## config.mk

```make
export PLATFORM = sky130hd
export DESIGN_NAME = heart_rate_monitor
export DESIGN_NICKNAME = d
export VERILOG_FILES = /design/src/rtl/heart_rate_monitor.sv
export SDC_FILE = /design/constraint.sdc
export NUM_CORES = 1
export LEC_CHECK = 0
export BUFFER_PORTS_ARGS = -buffer_cell sky130_fd_sc_hd__buf_4
export CAP_MARGIN = 20
export CORE_AREA = 3 3 151 153
export DETAILED_ROUTE_END_ITERATION = 7
export DIE_AREA = 0 0 154 156
export HOLD_SLACK_MARGIN = 0.02
export PLACE_DENSITY_LB_ADDON = 0.05
export SLEW_MARGIN = 15
export SYNTH_ARGS = -nofsm -noshare
export SYNTH_HDL_FRONTEND = slang
export SYNTH_SLANG_ARGS = --single-unit
```

## constraint.sdc

```tcl
create_clock -name clk -period 4.8 [get_ports clk]
set_input_delay 0.72 -clock clk [delete_from_list [all_inputs] [get_ports clk]]
set_output_delay 0.72 -clock clk [all_outputs]
set_load 0.05 [all_outputs]
```

## src/rtl/heart_rate_monitor.sv

```systemverilog
// RR-interval, 8-beat moving-average and BPM stage fed by the QRS detector pulse.
// Define HRM_ALARM_EN to compile in the tachy/brady/asystole alarm logic; otherwise those ports read 0.
module heart_rate_monitor #(
  parameter int DATA_WIDTH = 16,
  parameter int DIV_NUM    = 12000,
  parameter int REFRACT    = 40,
  parameter int ASYS       = 800,
  parameter int TACHY_BPM  = 100,
  parameter int BRADY_BPM  = 50
) (
  input  logic                  clk,
  input  logic                  rstn,
  input  logic                  en,
  input  logic                  qrs,
  output logic [DATA_WIDTH-1:0] rr_last,
  output logic [DATA_WIDTH-1:0] rr_avg,
  output logic [DATA_WIDTH-1:0] bpm,
  output logic                  bpm_valid,
  output logic                  busy,
  output logic                  tachy,
  output logic                  brady,
  output logic                  asystole,
  output logic [2:0]            state_dbg
);

  localparam int W  = DATA_WIDTH;
  localparam int SW = DATA_WIDTH + 3;
  localparam int CW = $clog2(DATA_WIDTH);
  localparam logic [W-1:0] REFRACT_W = W'(REFRACT);

  typedef enum logic [2:0] {
    S_IDLE   = 3'd0,
    S_ARMED  = 3'd1,
    S_UPDATE = 3'd2,
    S_AVG    = 3'd3,
    S_DIVIDE = 3'd4,
    S_DONE   = 3'd5
  } state_e;

  state_e          state_q, state_d;
  logic [W-1:0]    cnt_q, cnt_d;
  logic [W-1:0]    rr_last_q, rr_last_d;
  logic [W-1:0]    rr_avg_q, rr_avg_d;
  logic [W-1:0]    bpm_q, bpm_d;
  logic            bpm_valid_q, bpm_valid_d;
  logic            first_q, first_d;
  logic            pend_valid_q, pend_valid_d;
  logic [W-1:0]    pend_rr_q, pend_rr_d;
  logic [W-1:0]    ring_q [8];
  logic [W-1:0]    ring_d [8];
  logic [2:0]      ptr_q, ptr_d;
  logic [SW-1:0]   sum_q, sum_d;
  logic [W-1:0]    rem_q, rem_d;
  logic [W-1:0]    quo_q, quo_d;
  logic [CW-1:0]   dcnt_q, dcnt_d;

  logic            accept;
  logic            busy_w;
  logic [W:0]      rem_sh;
  logic [W:0]      rem_sub;

`ifdef HRM_ALARM_EN
  localparam logic [W-1:0] ASYS_W = W'(ASYS);
  logic tachy_q, tachy_d;
  logic brady_q, brady_d;
  logic asys_q, asys_d;
`endif

  assign busy_w  = (state_q == S_UPDATE) || (state_q == S_AVG) ||
                   (state_q == S_DIVIDE) || (state_q == S_DONE);
  assign accept  = (state_q != S_IDLE) && en && qrs && (cnt_q >= REFRACT_W);

  // Restoring step: the borrow bit of the trial subtraction decides the quotient bit.
  assign rem_sh  = {rem_q, quo_q[W-1]};
  assign rem_sub = rem_sh - {1'b0, rr_avg_q};

  always_comb begin
    state_d      = state_q;
    cnt_d        = cnt_q;
    rr_last_d    = rr_last_q;
    rr_avg_d     = rr_avg_q;
    bpm_d        = bpm_q;
    bpm_valid_d  = 1'b0;
    first_d      = first_q;
    pend_valid_d = pend_valid_q;
    pend_rr_d    = pend_rr_q;
    ring_d       = ring_q;
    ptr_d        = ptr_q;
    sum_d        = sum_q;
    rem_d        = rem_q;
    quo_d        = quo_q;
    dcnt_d       = dcnt_q;
`ifdef HRM_ALARM_EN
    tachy_d      = tachy_q;
    brady_d      = brady_q;
    asys_d       = asys_q;
`endif

    if (state_q != S_IDLE) begin
      if (accept)                 cnt_d = W'(1);
      else if (en && cnt_q != '1) cnt_d = cnt_q + W'(1);
    end

    if (accept && busy_w) begin
      pend_valid_d = 1'b1;
      pend_rr_d    = cnt_q;
    end

    case (state_q)
      S_IDLE: begin
        if (en && qrs) begin
          state_d = S_ARMED;
          cnt_d   = W'(1);
          first_d = 1'b1;
        end
      end
      S_ARMED: begin
        if (accept) begin
          rr_last_d = cnt_q;
          state_d   = S_UPDATE;
        end
      end
      S_UPDATE: begin
        if (first_q) begin
          for (int i = 0; i < 8; i++) ring_d[i] = rr_last_q;
          sum_d   = {rr_last_q, 3'b000};
          first_d = 1'b0;
        end else begin
          sum_d         = sum_q - SW'(ring_q[ptr_q]) + SW'(rr_last_q);
          ring_d[ptr_q] = rr_last_q;
          ptr_d         = ptr_q + 3'd1;
        end
        state_d = S_AVG;
      end
      S_AVG: begin
        rr_avg_d = sum_q[SW-1:3];
        rem_d    = '0;
        quo_d    = W'(DIV_NUM);
        dcnt_d   = '0;
        state_d  = S_DIVIDE;
      end
      S_DIVIDE: begin
        if (rem_sub[W]) rem_d = rem_sh[W-1:0];
        else            rem_d = rem_sub[W-1:0];
        quo_d  = {quo_q[W-2:0], ~rem_sub[W]};
        dcnt_d = dcnt_q + CW'(1);
        if (dcnt_q == CW'(W - 1)) state_d = S_DONE;
      end
      S_DONE: begin
        bpm_d       = quo_q;
        bpm_valid_d = 1'b1;
`ifdef HRM_ALARM_EN
        tachy_d     = (quo_q > W'(TACHY_BPM));
        brady_d     = (quo_q < W'(BRADY_BPM));
`endif
        // A beat landing in this very cycle is newer than anything pending.
        if (accept) begin
          rr_last_d    = cnt_q;
          pend_valid_d = 1'b0;
          state_d      = S_UPDATE;
        end else if (pend_valid_q) begin
          rr_last_d    = pend_rr_q;
          pend_valid_d = 1'b0;
          state_d      = S_UPDATE;
        end else begin
          state_d      = S_ARMED;
        end
      end
      default: state_d = S_IDLE;
    endcase

`ifdef HRM_ALARM_EN
    if (accept)                                       asys_d = 1'b0;
    else if (state_q != S_IDLE && cnt_q >= ASYS_W)    asys_d = 1'b1;
`endif
  end

  always_ff @(posedge clk) begin
    if (rstn) begin
      state_q      <= S_IDLE;
      cnt_q        <= '0;
      rr_last_q    <= '0;
      rr_avg_q     <= '0;
      bpm_q        <= '0;
      bpm_valid_q  <= 1'b0;
      first_q      <= 1'b0;
      pend_valid_q <= 1'b0;
      pend_rr_q    <= '0;
      for (int i = 0; i < 8; i++) ring_q[i] <= '0;
      ptr_q        <= '0;
      sum_q        <= '0;
      rem_q        <= '0;
      quo_q        <= '0;
      dcnt_q       <= '0;
`ifdef HRM_ALARM_EN
      tachy_q      <= 1'b0;
      brady_q      <= 1'b0;
      asys_q       <= 1'b0;
`endif
    end else begin
      state_q      <= state_d;
      cnt_q        <= cnt_d;
      rr_last_q    <= rr_last_d;
      rr_avg_q     <= rr_avg_d;
      bpm_q        <= bpm_d;
      bpm_valid_q  <= bpm_valid_d;
      first_q      <= first_d;
      pend_valid_q <= pend_valid_d;
      pend_rr_q    <= pend_rr_d;
      for (int i = 0; i < 8; i++) ring_q[i] <= ring_d[i];
      ptr_q        <= ptr_d;
      sum_q        <= sum_d;
      rem_q        <= rem_d;
      quo_q        <= quo_d;
      dcnt_q       <= dcnt_d;
`ifdef HRM_ALARM_EN
      tachy_q      <= tachy_d;
      brady_q      <= brady_d;
      asys_q       <= asys_d;
`endif
    end
  end

  assign rr_last   = rr_last_q;
  assign rr_avg    = rr_avg_q;
  assign bpm       = bpm_q;
  assign bpm_valid = bpm_valid_q;
  assign busy      = busy_w;
  assign state_dbg = state_q;

`ifdef HRM_ALARM_EN
  assign tachy    = tachy_q;
  assign brady    = brady_q;
  assign asystole = asys_q;
`else
  assign tachy    = 1'b0;
  assign brady    = 1'b0;
  assign asystole = 1'b0;
`endif

endmodule
```

* After elaboration in Yosys (flattened, before gate mapping) *
Cells that the tools add are included.

word-level totals
  register bits after elaboration = 272
  input bits = 4
  word-level logic and storage cells = 98

cells by class
  add/sub/neg operators = 6
  magnitude comparators = 3
  equal/unequal tests = 11
  mux-type cells = 34
  bitwise operators = 3
  reduce and logical (&&, ||, !) cells = 19

operator list
  kind                   number
  $mux 16                12
  $bwmux 128             1
  $mux 128               1
  $pmux 16 s2            3
  $bmux 16 s3            1
  $demux 16 s3           1
  $add 19x16->19         1
  $mux 19                1
  $sub 19x16->19         1
  $pmux 3 s6             1
  $sub 17x16->17         1
  $add 16x1->16 const B  1
  $ge 16x6->1 const B    1
  $ne 16x16->1 const B   1
  $mux 3                 3
  $pmux 4 s2             1
  $logic_and 1x1->1      7
  $eq 3x2->1 const B     2
  $eq 3x3->1 const B     2
  $mux 1                 6
  $reduce_and 3->1       2
  $reduce_bool 2->1      3
  $add 4x1->4 const B    1
  $eq 4x4->1 const B     1
  other kinds (15)       21

* Depth between registers and ports, before layout *
Gate-level depths: netlist (run 1).

  word-level depth = 9
  depth in mapped cells = 19

* Worst setup path after synthesis (run 1) *
Ideal clock, no wire load.

  path kind = reg2reg
  start point = register ptr_q[1]
  end point = register sum_q[18]
  arrival = 4.082 ns
  slack = 0.656 ns
  stages on the path, launching flop included = 19
  buffers on the path = 2
  period minus slack after synthesis = 4.144 ns
  cell sequence = dfxtp_1 > clkbuf_1 > nor3b_1 > clkbuf_1 > a22oi_1 > nand4_1 > ha_1 > inv_1 > ha_1 > inv_1 > fa_1 > nor2b_1 > o31a_1 > o221a_2 > a211oi_2 > nor4b_1 > nor3b_1 > or4b_1 > nand3_1

between the ends
  longest elaborated chain between the ends = 7

ends and longest elaborated chain
  element                                      RTL line  source
  from (decl)                                  51        logic [2:0] ptr_q, ptr_d;
  from (signal assigned)                       211       ptr_q <= ptr_d;
  $not 3->4 (implied by the code)              129       sum_d = sum_q - SW'(ring_q[ptr_q]) + SW'(rr_last_q);
  $bmux 16 s3                                  129
  $mux 16 (implied by the code) (2 in series)  129
  $sub 19x16->19                               129
  $add 19x16->19                               129
  $mux 19                                      124       if (first_q) begin
  to (signal assigned)                         212       sum_q <= sum_d;
  to (decl)                                    52        logic [SW-1:0] sum_q, sum_d;

Every way passes these cells. The select of a mux whose other input is x is not followed.
A chain may end at the register's enable or synchronous reset.

* Final worst setup path (run 1) *
Ends and elaborated chain as after synthesis.

==> results by group, run 1 <==
Timing
  – Slew @ Worst Pin: 1.070 ns
  – Final Hold Violating Endpoints: 0
  – Final clock skew: 0.01598 ns
  – Final setup TNS: 0 ns
  – RSZ-0062 raised after global routing: false
  – # setup viols final: 0
  – Max Fclk: 0.2214 GHz
  – Crit path time final: 4.517 ns
  – Count of pins over their slew limit: 0
  – Worst slew margin: 28.36%
  – Hold Slack: 0.4526 ns
  – Period utilization: 94.10%

Global routing
  – Largest net degree at the start of global routing: about 110
  – Vias in the first global route: 11220
  – Remaining Overflow, GRT: 0
  – Antenna violations before repair: 0
  – First-pass GRT wire length: 61240 um
  – Total GRT Usage: a little under a third

Critical path
  – Critical path arrival: between 5 and 6 ns
  – Worst Setup SP: ptr_q[1]
  – Setup crit end kind: flop
  – Path depth of the worst reg2reg path: 13
  – Reg-to-reg critical path endpoint: sum_q[18]
  – Setup slack, reg-to-reg: around 0.28 ns
  – Crit-path cells: and3b_1 > a22oi_1 > nand4_1 > fa_1 > fa_1 > nor2b_1 > o31a_1 > o221a_2 > a211oi_2 > nor4b_1 > nor3b_1 > or4b_1 > nand3_1
  – CP Max Fanout: 18
  – Worst path max stage delay: 0.82 ns
  – Critical Path RT: approximately 5.3 ns
  – Reg2reg start: ptr_q[1]
  – Critical setup path kind: flop to flop
  – Critical Path Slowest Stage Cell: and3b_1
  – Cell mode on critical path: fa_1
  – CP Launch Type: flop

Drt
  – Drc violations: 0
  – First-iteration detailed-routing DRC count: 1168
  – Final ANT Viol Nets: 0
  – Routed via count: 12207
  – Wirelength, routed: ~38000 um
  – Vias per inst: 6.097
  – First-pass DRT Iterations: 8
  – Wirelength per Cell: about 19 um

Floorplanning
  – Die X: 154 um
  – Row count: 54
  – Die Ht: 156 um
  – Core Box Area: 0.02169 mm2
  – Initial core utilization: about three fifths
  – Die ar.: 0.02402 mm2
  – Io pins: 60

Synth
  – Mapped Area: 0.01325 mm2
  – Unique masters post-synth: 70
  – Yosys Warn Count: 0
  – Top FF cell, synth: dfxtp_1
  – Largest cells by area after synthesis: dfxtp_1 41%, nand2_1 11%, a21oi_1 7.6%, a22oi_1 4.3%, nor2_1 3.7%
  – Post-synthesis cell count: 1689
  – Area share of the largest cell type after synthesis: 41.11%
  – Post-Synthesis Mean Instance Area: 7.842 um2
  – Yosys reg bits: 272
  – Leading area contributor after synthesis: dfxtp_1
  – Post-synth ARST share: 0%
  – Post-synth EDFFs: 0
  – Sequential area share after synthesis: 41.11%
  – Top cells by count, synth: 383 x nand2_1, 272 x dfxtp_1, 202 x a21oi_1
  – Top-count cell post-synth: nand2_1

Placed design
  – I/O Buffers: between 50 and 60
  – HPWL Detailed: 26440 um
  – GP Congestion: about 0.96
  – Placed cells: 1948

CTS
  – Cts hold-fix bufs: 0
  – H-tree Lvls: 1
  – CTS root buffer: clkbuf_16
  – Clock latency on the worst-skew pair: approximately 0.56 ns
  – Clock Sinks: 272
  – Worst-path clk slew: 0.06 ns
  – Clk buf depth: 3
  – CTS tree: yes
  – TritonCTS Buffers: 29

Finish
  – Post-route core utilization: 68.41%
  – Nets: approximately 1800
  – Layout cells sized above 1: 9.466%
  – Layout Area Growth over Synthesis: 12.03%
  – Post-Layout Cell Count: 2002
  – # diodes: 0

Pwr
  – Pwr/cell area: 305.7 mW/mm2
  – Int Pwr: 3.520 mW
  – Sequential share of power: 49.9%
  – PnR Total Power: 4.537 mW
  – NetSw: 1.017 mW
  – Logic gate share of total power: 2.3%
  – Worst vdd ir: 244.6 uV
  – Switching Share: 22.42%
  – LEAKAGE: approximately 5.5 nW
  – Clock power share: a little under half

Worst hold path
  – Min-delay src: sum_q[14]
  – WHS Endpoint: rr_avg[11]
  – Min-Delay Path Depth: 2
  – HP Class: flop to flop

Outcome
  – Status: finished, final reports clean

Flow run
  – Max-Cap Viols: 0
## logic make-up after synthesis
kind of cell    after synthesis  synth area share, %
simple gates                635                20.32
xor+xnor                     25                1.653
other cells                   1              0.02831
flops                       272                41.11
mux                          45                3.401
compound gates              442                20.83
fa+ha+maj                    56                6.254
buf+inv                     213                6.405
## per-stage QoR
stage               setup WS (ns)  area, um2
floorplan                  0.6558      13250
global placement           0.5881      13880
detailed placement         0.4438      13880
CTS                        0.4173      14810
global route              0.06475      14840
finish                     0.2830      14840
## placed cells by master, fill, tap and decap left out, types with 9 or more instances in the layout
master and n:
a22oi_1 75, o21ai_0 39, a31oi_1 10, xor2_1 9
xnor2_1 16, clkbuf_16 29, a21oi_1 202, a311oi_1 13
dfxtp_1 272, mux2i_1 45, a211oi_1 29, nand2_1 383
ha_1 39, nor2_1 131, nand4_1 20, fa_1 17
buf_4 95, nor3_1 19, nand3_1 14, inv_1 94
## worst max-delay path by stage
stage                     end  slack [ns]
detailed placement  sum_q[17]        0.44
floorplan           sum_q[18]        0.66
global route        sum_q[18]        0.06
CTS                 sum_q[17]        0.42
global placement    sum_q[17]        0.59
finish              sum_q[18]        0.28
## area by class of cell
cell class / instances / area, um2
Inverter: 94 / 352.8
Timing Repair Buffer: 97 / 744.5
Fill cell: 1878 / 6850
Tap cell: 280 / 350.3
Clock inverter: 10 / 72.57
Multi-Input combinational cell: 1206 / 7014
Sequential cell: 272 / 5445
Clock buffer: 43 / 858.3
## power by group through the flow
stage	clock (mW)	sequential, mW	combinational [mW]
floorplan	0	2.32	0.0783
global placement	0	2.32	0.0985
detailed placement	0	2.32	0.0986
CTS	2.19	2.27	0.0993
global route	2.28	2.26	0.112
finish	2.17	2.27	0.103
## state kept, by name, indices dropped and copies added, names as in the netlist, 3 cells and up
name	cells
quo_q	16
rr_avg	16
ptr_q	3
pend_rr_q	16
state_dbg	3
rem_q	16
sum_q	19
cnt_q	16
dcnt_q	4
bpm	16
ring_q	128
rr_last	16
## critical path: cells and delay by family, from the launching register on
family,cells,cell delay [ns]
adder cells (fa/ha/maj),2,0.96
AO/OA/AOI/OAI,4,0.76
flip-flops,1,0.51
AND/OR/NAND/NOR,7,2.21
## per-layer routing
metal | global-route usage (%) | share of wire [%] | up-vias
met1 | 44.60 | 44 | 5755
met3 | 5.548 | 9.0 | 88
met4 | 9.504 | 3.0 | 0
met2 | 48.42 | 44 | 539
met5 | 0 | 0 | -
li1 | - | - | 5825
## what timing repair did
action	CTS	global route
gates resized for setup	0	1
endpoints found under the setup margin	0	2
setup buffers	0	0
No activity file was read; power rests on OpenSTA's default activity.
==> inputs of run 2 (changes only) <==
CORE_AREA = 3 3 167 169   (was 3 3 151 153)
DIE_AREA = 0 0 170 172   (was 0 0 154 156)
==> run 2 against run 1 <==
Final cell count rose by 2.8%. Combinational power barely moved. Die area rose by 22%. Critical endpoint is now sum_q[17]. Count of clock-buffer cells in the layout rose by 2. Sequential share of layout area fell by 0.31 points. Total power rose by 3.3%. First-iteration DRC count rose by 1.3%. Highest routed layer unchanged. Sequential cell count did not move. Global-route usage fell by 4.7 points. Clock skew rose by 0.0031 ns. Core utilization fell by 12 points. Critical path depth rose by 2. Largest power group is now the clock network.
==> results by group, run 2 (same netlist as run 1, synthesis figures left out) <==
Worst hold path
  – HP Class: flop to flop
  – Min-Delay Path Depth: 2

Floorplanning
  – Die ar.: roughly 0.03 mm2
  – Io pins: 60
  – Die Ht: 172 um
  – Core Box Area: 0.02673 mm2
  – Die X: 170 um
  – Row count: 60
  – Initial core utilization: 49.56%

Pwr
  – LEAKAGE: between 5 and 6 nW
  – Pwr/cell area: 313.2 mW/mm2
  – Worst vdd ir: 253.8 uV

Finish
  – Number of fill cells: 2537
  – Layout cells sized above 1: 9.488%
  – Biggest registers after layout: ring_q (128), sum_q (19)
  – Largest Register: ring_q
  – Max FFs per register: 128
  – Layout Area Growth over Synthesis: 12.99%
  – Post-route core utilization: 56.00%
  – Most common cell after layout, fill and taps aside: nand2_1
  – # diodes: 0
  – Most frequent cells in the layout: 383 x nand2_1, 272 x dfxtp_1, 202 x a21oi_1
  – Design area: 0.01497 mm2
  – Nets: 1758

Placed design
  – Placement Cell Area: 0.01399 mm2
  – I/O Buffers: 56
  – GP Congestion: 0.8934
  – DP Worst Slack: just under 0.5 ns
  – HPWL Detailed: ~27000 um

Global routing
  – Antenna violations before repair: 0
  – Largest net degree at the start of global routing: approximately 140
  – First-pass GRT wire length: roughly 60000 um
  – Total GRT Usage: a little over a quarter
  – Remaining Overflow, GRT: 0
  – Vias in the first global route: 10784

Drt
  – Wirelength, routed: 39650 um
  – Vias per inst: 5.811
  – Drc violations: 0
  – First-pass DRT Iterations: 6
  – Wirelength per Cell: 19.26 um
  – Routed via count: between 10000 and 15000
  – Final ANT Viol Nets: 0
  – First-iteration detailed-routing DRC count: 1183

CTS
  – Clk buf depth: 3
  – Clock Sinks: 272
  – Clock latency on the worst-skew pair: 0.56 ns
  – H-tree Lvls: 1
  – CTS tree: yes
  – Cts hold-fix bufs: 0
  – Worst-path clk slew: about 0.060 ns
  – # resized after CTS: 0
  – Postcts setup bufs: 0
  – TritonCTS Buffers: 29
  – CTS root buffer: clkbuf_16

Critical path
  – Critical path arrival: 4.84 ns
  – Critical Path Slowest Stage Cell: and3b_1
  – Critical setup path kind: flop to flop
  – CP Launch Type: flop
  – Critical Path RT: about 5.2 ns
  – Crit path depth: 15
  – Worst path max stage delay: 0.79 ns
  – CP bufs+invs: 2
  – Crit-path cells: and3b_1 > a22oi_1 > nand4_1 > fa_1 > inv_1 > ha_1 > a211o_1 > o211ai_1 > a2111oi_0 > buf_4 > nor3_1 > o21bai_1 > a311oi_1 > xor2_1 > o21ai_0
  – Largest delay share family, worst path: compound AO/OA/AOI/OAI gates
  – Path depth of the worst reg2reg path: 15
  – CP Max Fanout: 18
  – Setup crit end kind: flop

Timing
  – Max Fclk: 0.2269 GHz
  – Worst slew margin: 24.49%
  – Slew @ Worst Pin: 1.132 ns
  – # setup viols final: 0
  – Final clock skew: 0.01907 ns
  – Count of pins over their slew limit: 0
  – Final setup TNS: 0 ns
  – Hold Slack: ~0.45 ns
  – Worst setup margin: around 0.4 ns
  – RSZ-0062 raised after global routing: false
  – Final Hold Violating Endpoints: 0
  – Crit path time final: ~4.4 ns
  – Period utilization: 91.80%

Flow run
  – Max-Cap Viols: 0

Outcome
  – Status: finished, final reports clean
-- run 2: worst reg2reg max path, delay by kind of cell (launching register included) --
family	cells	cell delay, ns
adder cells (fa/ha/maj)	2	0.70
AND/OR/NAND/NOR	3	1.16
flip-flops	1	0.52
XOR/XNOR	1	0.17
AO/OA/AOI/OAI	7	1.48
buffers and inverters	2	0.26
-- run 2: worst paths after layout --
| check | from | to | slack (ns) |
|---|---|---|---|
| worst max register to register | ptr_q[1] | sum_q[17] | 0.39 |
| worst min-delay path | sum_q[14] | rr_avg[11] | 0.45 |
| worst min register to register | sum_q[14] | rr_avg[11] | 0.45 |
| worst max-delay path | ptr_q[1] | sum_q[17] | 0.39 |
-- run 2: cell type report --
cell class / count / area (um2) / area share (%)
Tap cell: 341 / 426.7 / 2.851
Sequential cell: 272 / 5445 / 36.38
Clock buffer: 45 / 835.8 / 5.585
Timing Repair Buffer: 95 / 723.2 / 4.832
Clock inverter: 6 / 133.9 / 0.8946
Multi-Input combinational cell: 1206 / 7048 / 47.09
Inverter: 94 / 352.8 / 2.358
-- run 2: report_power, final --
part           switching [mW]  internal [mW]
Clock                   0.917           1.40
Sequential            0.00805           2.26
Combinational          0.0812         0.0194
-- run 2: stage by stage --
step | cells | power [mW]
after global routing | 2059 | 4.817
after CTS | 2059 | 4.718
after global placement | 2007 | 2.416
final | 2059 | 4.687
after floorplan | 1691 | 2.394
after detailed placement | 2008 | 2.417
-- run 2: per-layer routing --
layer  vias up  global-route usage, %  wire length (um)
met5         -                      0                 0
met4         0                  6.384               856
met3        60                  3.978              2459
met2       359                  41.13             17420
met1      5724                  38.92             18920
li1       5822                      -                 -
==> inputs of run 3 (changes only) <==
ABC_AREA = 1   (was unset)
CORE_AREA = 3 3 171 173   (was 3 3 167 169)
DIE_AREA = 0 0 174 176   (was 0 0 170 172)
==> run 3 against run 2 <==
Combinational power grew to 34 times the previous value. Critical path depth up 4. Core utilization grew 0.30 points. Count of clock-buffer cells in the layout decreased by 2. Clock skew down 0.0052 ns. Register-to-register slack improved by 0.30 ns. Total power grew 80%. Global-route usage fell by 1.6 points. Final cell count increased by 18%.
==> results by group, run 3 <==
Outcome
  – Status: finished, final reports clean

Timing
  – Worst setup margin: ~0.69 ns
  – RSZ-0062 raised after global routing: false
  – Slew @ Worst Pin: between 0.8 and 0.9 ns
  – Final Hold Violating Endpoints: 0
  – Final setup TNS: 0 ns
  – Period utilization: 85.55%
  – Worst slew margin: roughly two fifths
  – # setup viols final: 0
  – Max Fclk: around 0.24 GHz
  – Count of pins over their slew limit: 0
  – Final clock skew: 0.01385 ns
  – Crit path time final: 4.106 ns
  – Hold Slack: 0.4455 ns

Critical path
  – Setup crit end kind: flop
  – CP Launch Type: flop
  – Critical setup path kind: flop to flop
  – Critical path arrival: between 4 and 5 ns
  – CP Max Fanout: 13
  – Critical Path RT: 5.19 ns

Floorplanning
  – Die ar.: a little over 0.03 mm2
  – Core Box Area: between 0.02 and 0.03 mm2
  – Die Ht: approximately 180 um
  – Io pins: 60
  – Die X: 174 um
  – Row count: 61
  – Initial core utilization: 50.03%

CTS
  – Cts hold-fix bufs: 0
  – Clock latency on the worst-skew pair: between 0.5 and 0.6 ns
  – Clock Sinks: 272
  – Clk buf depth: 3
  – Worst-path clk slew: 0.06 ns
  – TritonCTS Buffers: 30
  – # resized after CTS: 0
  – CTS root buffer: clkbuf_16
  – H-tree Lvls: 1
  – CTS tree: yes
  – Postcts setup bufs: 0

Drt
  – Final ANT Viol Nets: 0
  – Wirelength, routed: 38830 um
  – Drc violations: 0
  – Routed via count: around 13000
  – First-pass DRT Iterations: 6
  – Vias per inst: 5.245
  – Wirelength per Cell: 15.96 um
  – First-iteration detailed-routing DRC count: 810

Synth
  – Post-Synthesis Mean Instance Area: 6.884 um2
  – Leading area contributor after synthesis: dfxtp_1
  – Unique masters post-synth: 41
  – Post-synth EDFFs: 0
  – Post-synth ARST share: 0%
  – Top cells by count, synth: 395 x nand2_1, 360 x inv_1, 275 x a21oi_1
  – Post-synthesis cell count: a little over 2000
  – Mapped Area: roughly 0.014 mm2
  – Area share of the largest cell type after synthesis: 39.18%
  – Top-count cell post-synth: nand2_1
  – Top FF cell, synth: dfxtp_1
  – Sequential area share after synthesis: 39.18%
  – Yosys Warn Count: 0
  – Yosys reg bits: about 270
  – Largest cells by area after synthesis: dfxtp_1 39%, nand2_1 11%, a21oi_1 9.9%, inv_1 9.7%, o21ai_0 7.9%

Pwr
  – Worst vdd ir: ~380 uV
  – LEAKAGE: 6.415 nW
  – Pwr/cell area: 538.6 mW/mm2

Finish
  – Most frequent cells in the layout: 395 x nand2_1, 359 x inv_1, 275 x a21oi_1
  – Biggest registers after layout: ring_q (128), sum_q (19)
  – Layout cells sized above 1: 7.640%
  – Most common cell after layout, fill and taps aside: nand2_1
  – Nets: 2091
  – # diodes: 0
  – Max FFs per register: 128
  – Largest Register: ring_q
  – Layout Area Growth over Synthesis: 12.52%
  – Post-route core utilization: 56.30%
  – Design area: 0.01564 mm2

Placed design
  – HPWL Detailed: 27220 um
  – I/O Buffers: 56
  – Placement Cell Area: 0.01460 mm2
  – DP Worst Slack: 0.7369 ns
  – GP Congestion: 0.8747

Global routing
  – Largest net degree at the start of global routing: 126
  – Remaining Overflow, GRT: 0
  – Antenna violations before repair: 0
  – First-pass GRT wire length: approximately 63000 um
  – Total GRT Usage: 24.86%
  – Vias in the first global route: 12084

Worst hold path
  – HP Class: flop to flop

Flow run
  – Max-Cap Viols: 0
[run 3: cell count changes in the layout (fill, tap and decap cells not counted), sizes merged, moves of 28 or more]
cell | before | now
o21ai | 48 | 232
a22oi | 75 | 14
nor2 | 133 | 92
nand3 | 14 | 98
a21oi | 202 | 275
inv | 95 | 370
mux2i | 45 | 0
a211oi | 30 | 2
[run 3: final timing paths]
check,start,endpoint,slack [ns],cells past startpoint
setup / recovery,ptr_q[1],sum_q[16],0.69,19
hold / removal,ring_q[9],ring_q[9],0.45,2
setup reg to reg,ptr_q[1],sum_q[16],0.69,19
hold reg to reg,ring_q[9],ring_q[9],0.45,2
[run 3: final cells by class]
| type | instances | area [um2] |
|---|---|---|
| fill | 2767 | 12140 |
| multi-input combinational | 1279 | 6711 |
| sequential | 272 | 5445 |
| inverter | 371 | 1395 |
| clock buffer | 43 | 890.9 |
| timing repair buffer | 77 | 601.8 |
| tap | 378 | 473.0 |
| clock inverter | 13 | 122.6 |
[run 3: power breakdown]
group	internal (mW)	total, mW	switching (mW)	leakage [nW]
combinational	1.15	3.44	2.30	3.72
sequential	2.40	2.64	0.244	2.19
clock	1.39	2.34	0.951	0.498
[run 3: critical path, stage by stage (launching register included)]
cell and delay, ns:
dfxtp_1 0.50, inv_1 0.13, nand3_1 0.49, o22ai_1 0.19
or4_1 0.64, ha_1 0.30, inv_1 0.05, ha_1 0.20
inv_1 0.07, fa_1 0.40, inv_1 0.13, nand3_1 0.08
nand3_1 0.14, nand2_1 0.08, nand2_1 0.15, nand3_1 0.11
nand3_1 0.08, nand3_1 0.07, nand2_1 0.07, a21oi_1 0.05
[run 3: per-stage QoR]
step | power, mW | instances
after detailed placement | 6.094 | 2375
after global routing | 9.085 | 2433
after global placement | 6.078 | 2374
after CTS | 8.455 | 2431
final | 8.424 | 2433
after floorplan | 5.204 | 2021
[run 3: kinds of logic after synthesis]
kind of cell | share of synthesized area (%)
other cells | 0.02698
fa+ha+maj | 5.959
simple gates | 18.25
xor+xnor | 1.008
buf+inv | 12.93
flops | 39.18
compound gates | 22.66
[run 3: layer usage]
| layer | track usage (%) | routed length [um] | vias up |
|---|---|---|---|
| met1 | 32.52 | 17740 | 5858 |
| met2 | 43.28 | 18390 | 271 |
| met3 | 3.441 | 1700 | 72 |
| li1 | - | - | 6561 |
| met4 | 6.702 | 1002 | 0 |
| met5 | 0 | 0 | - |
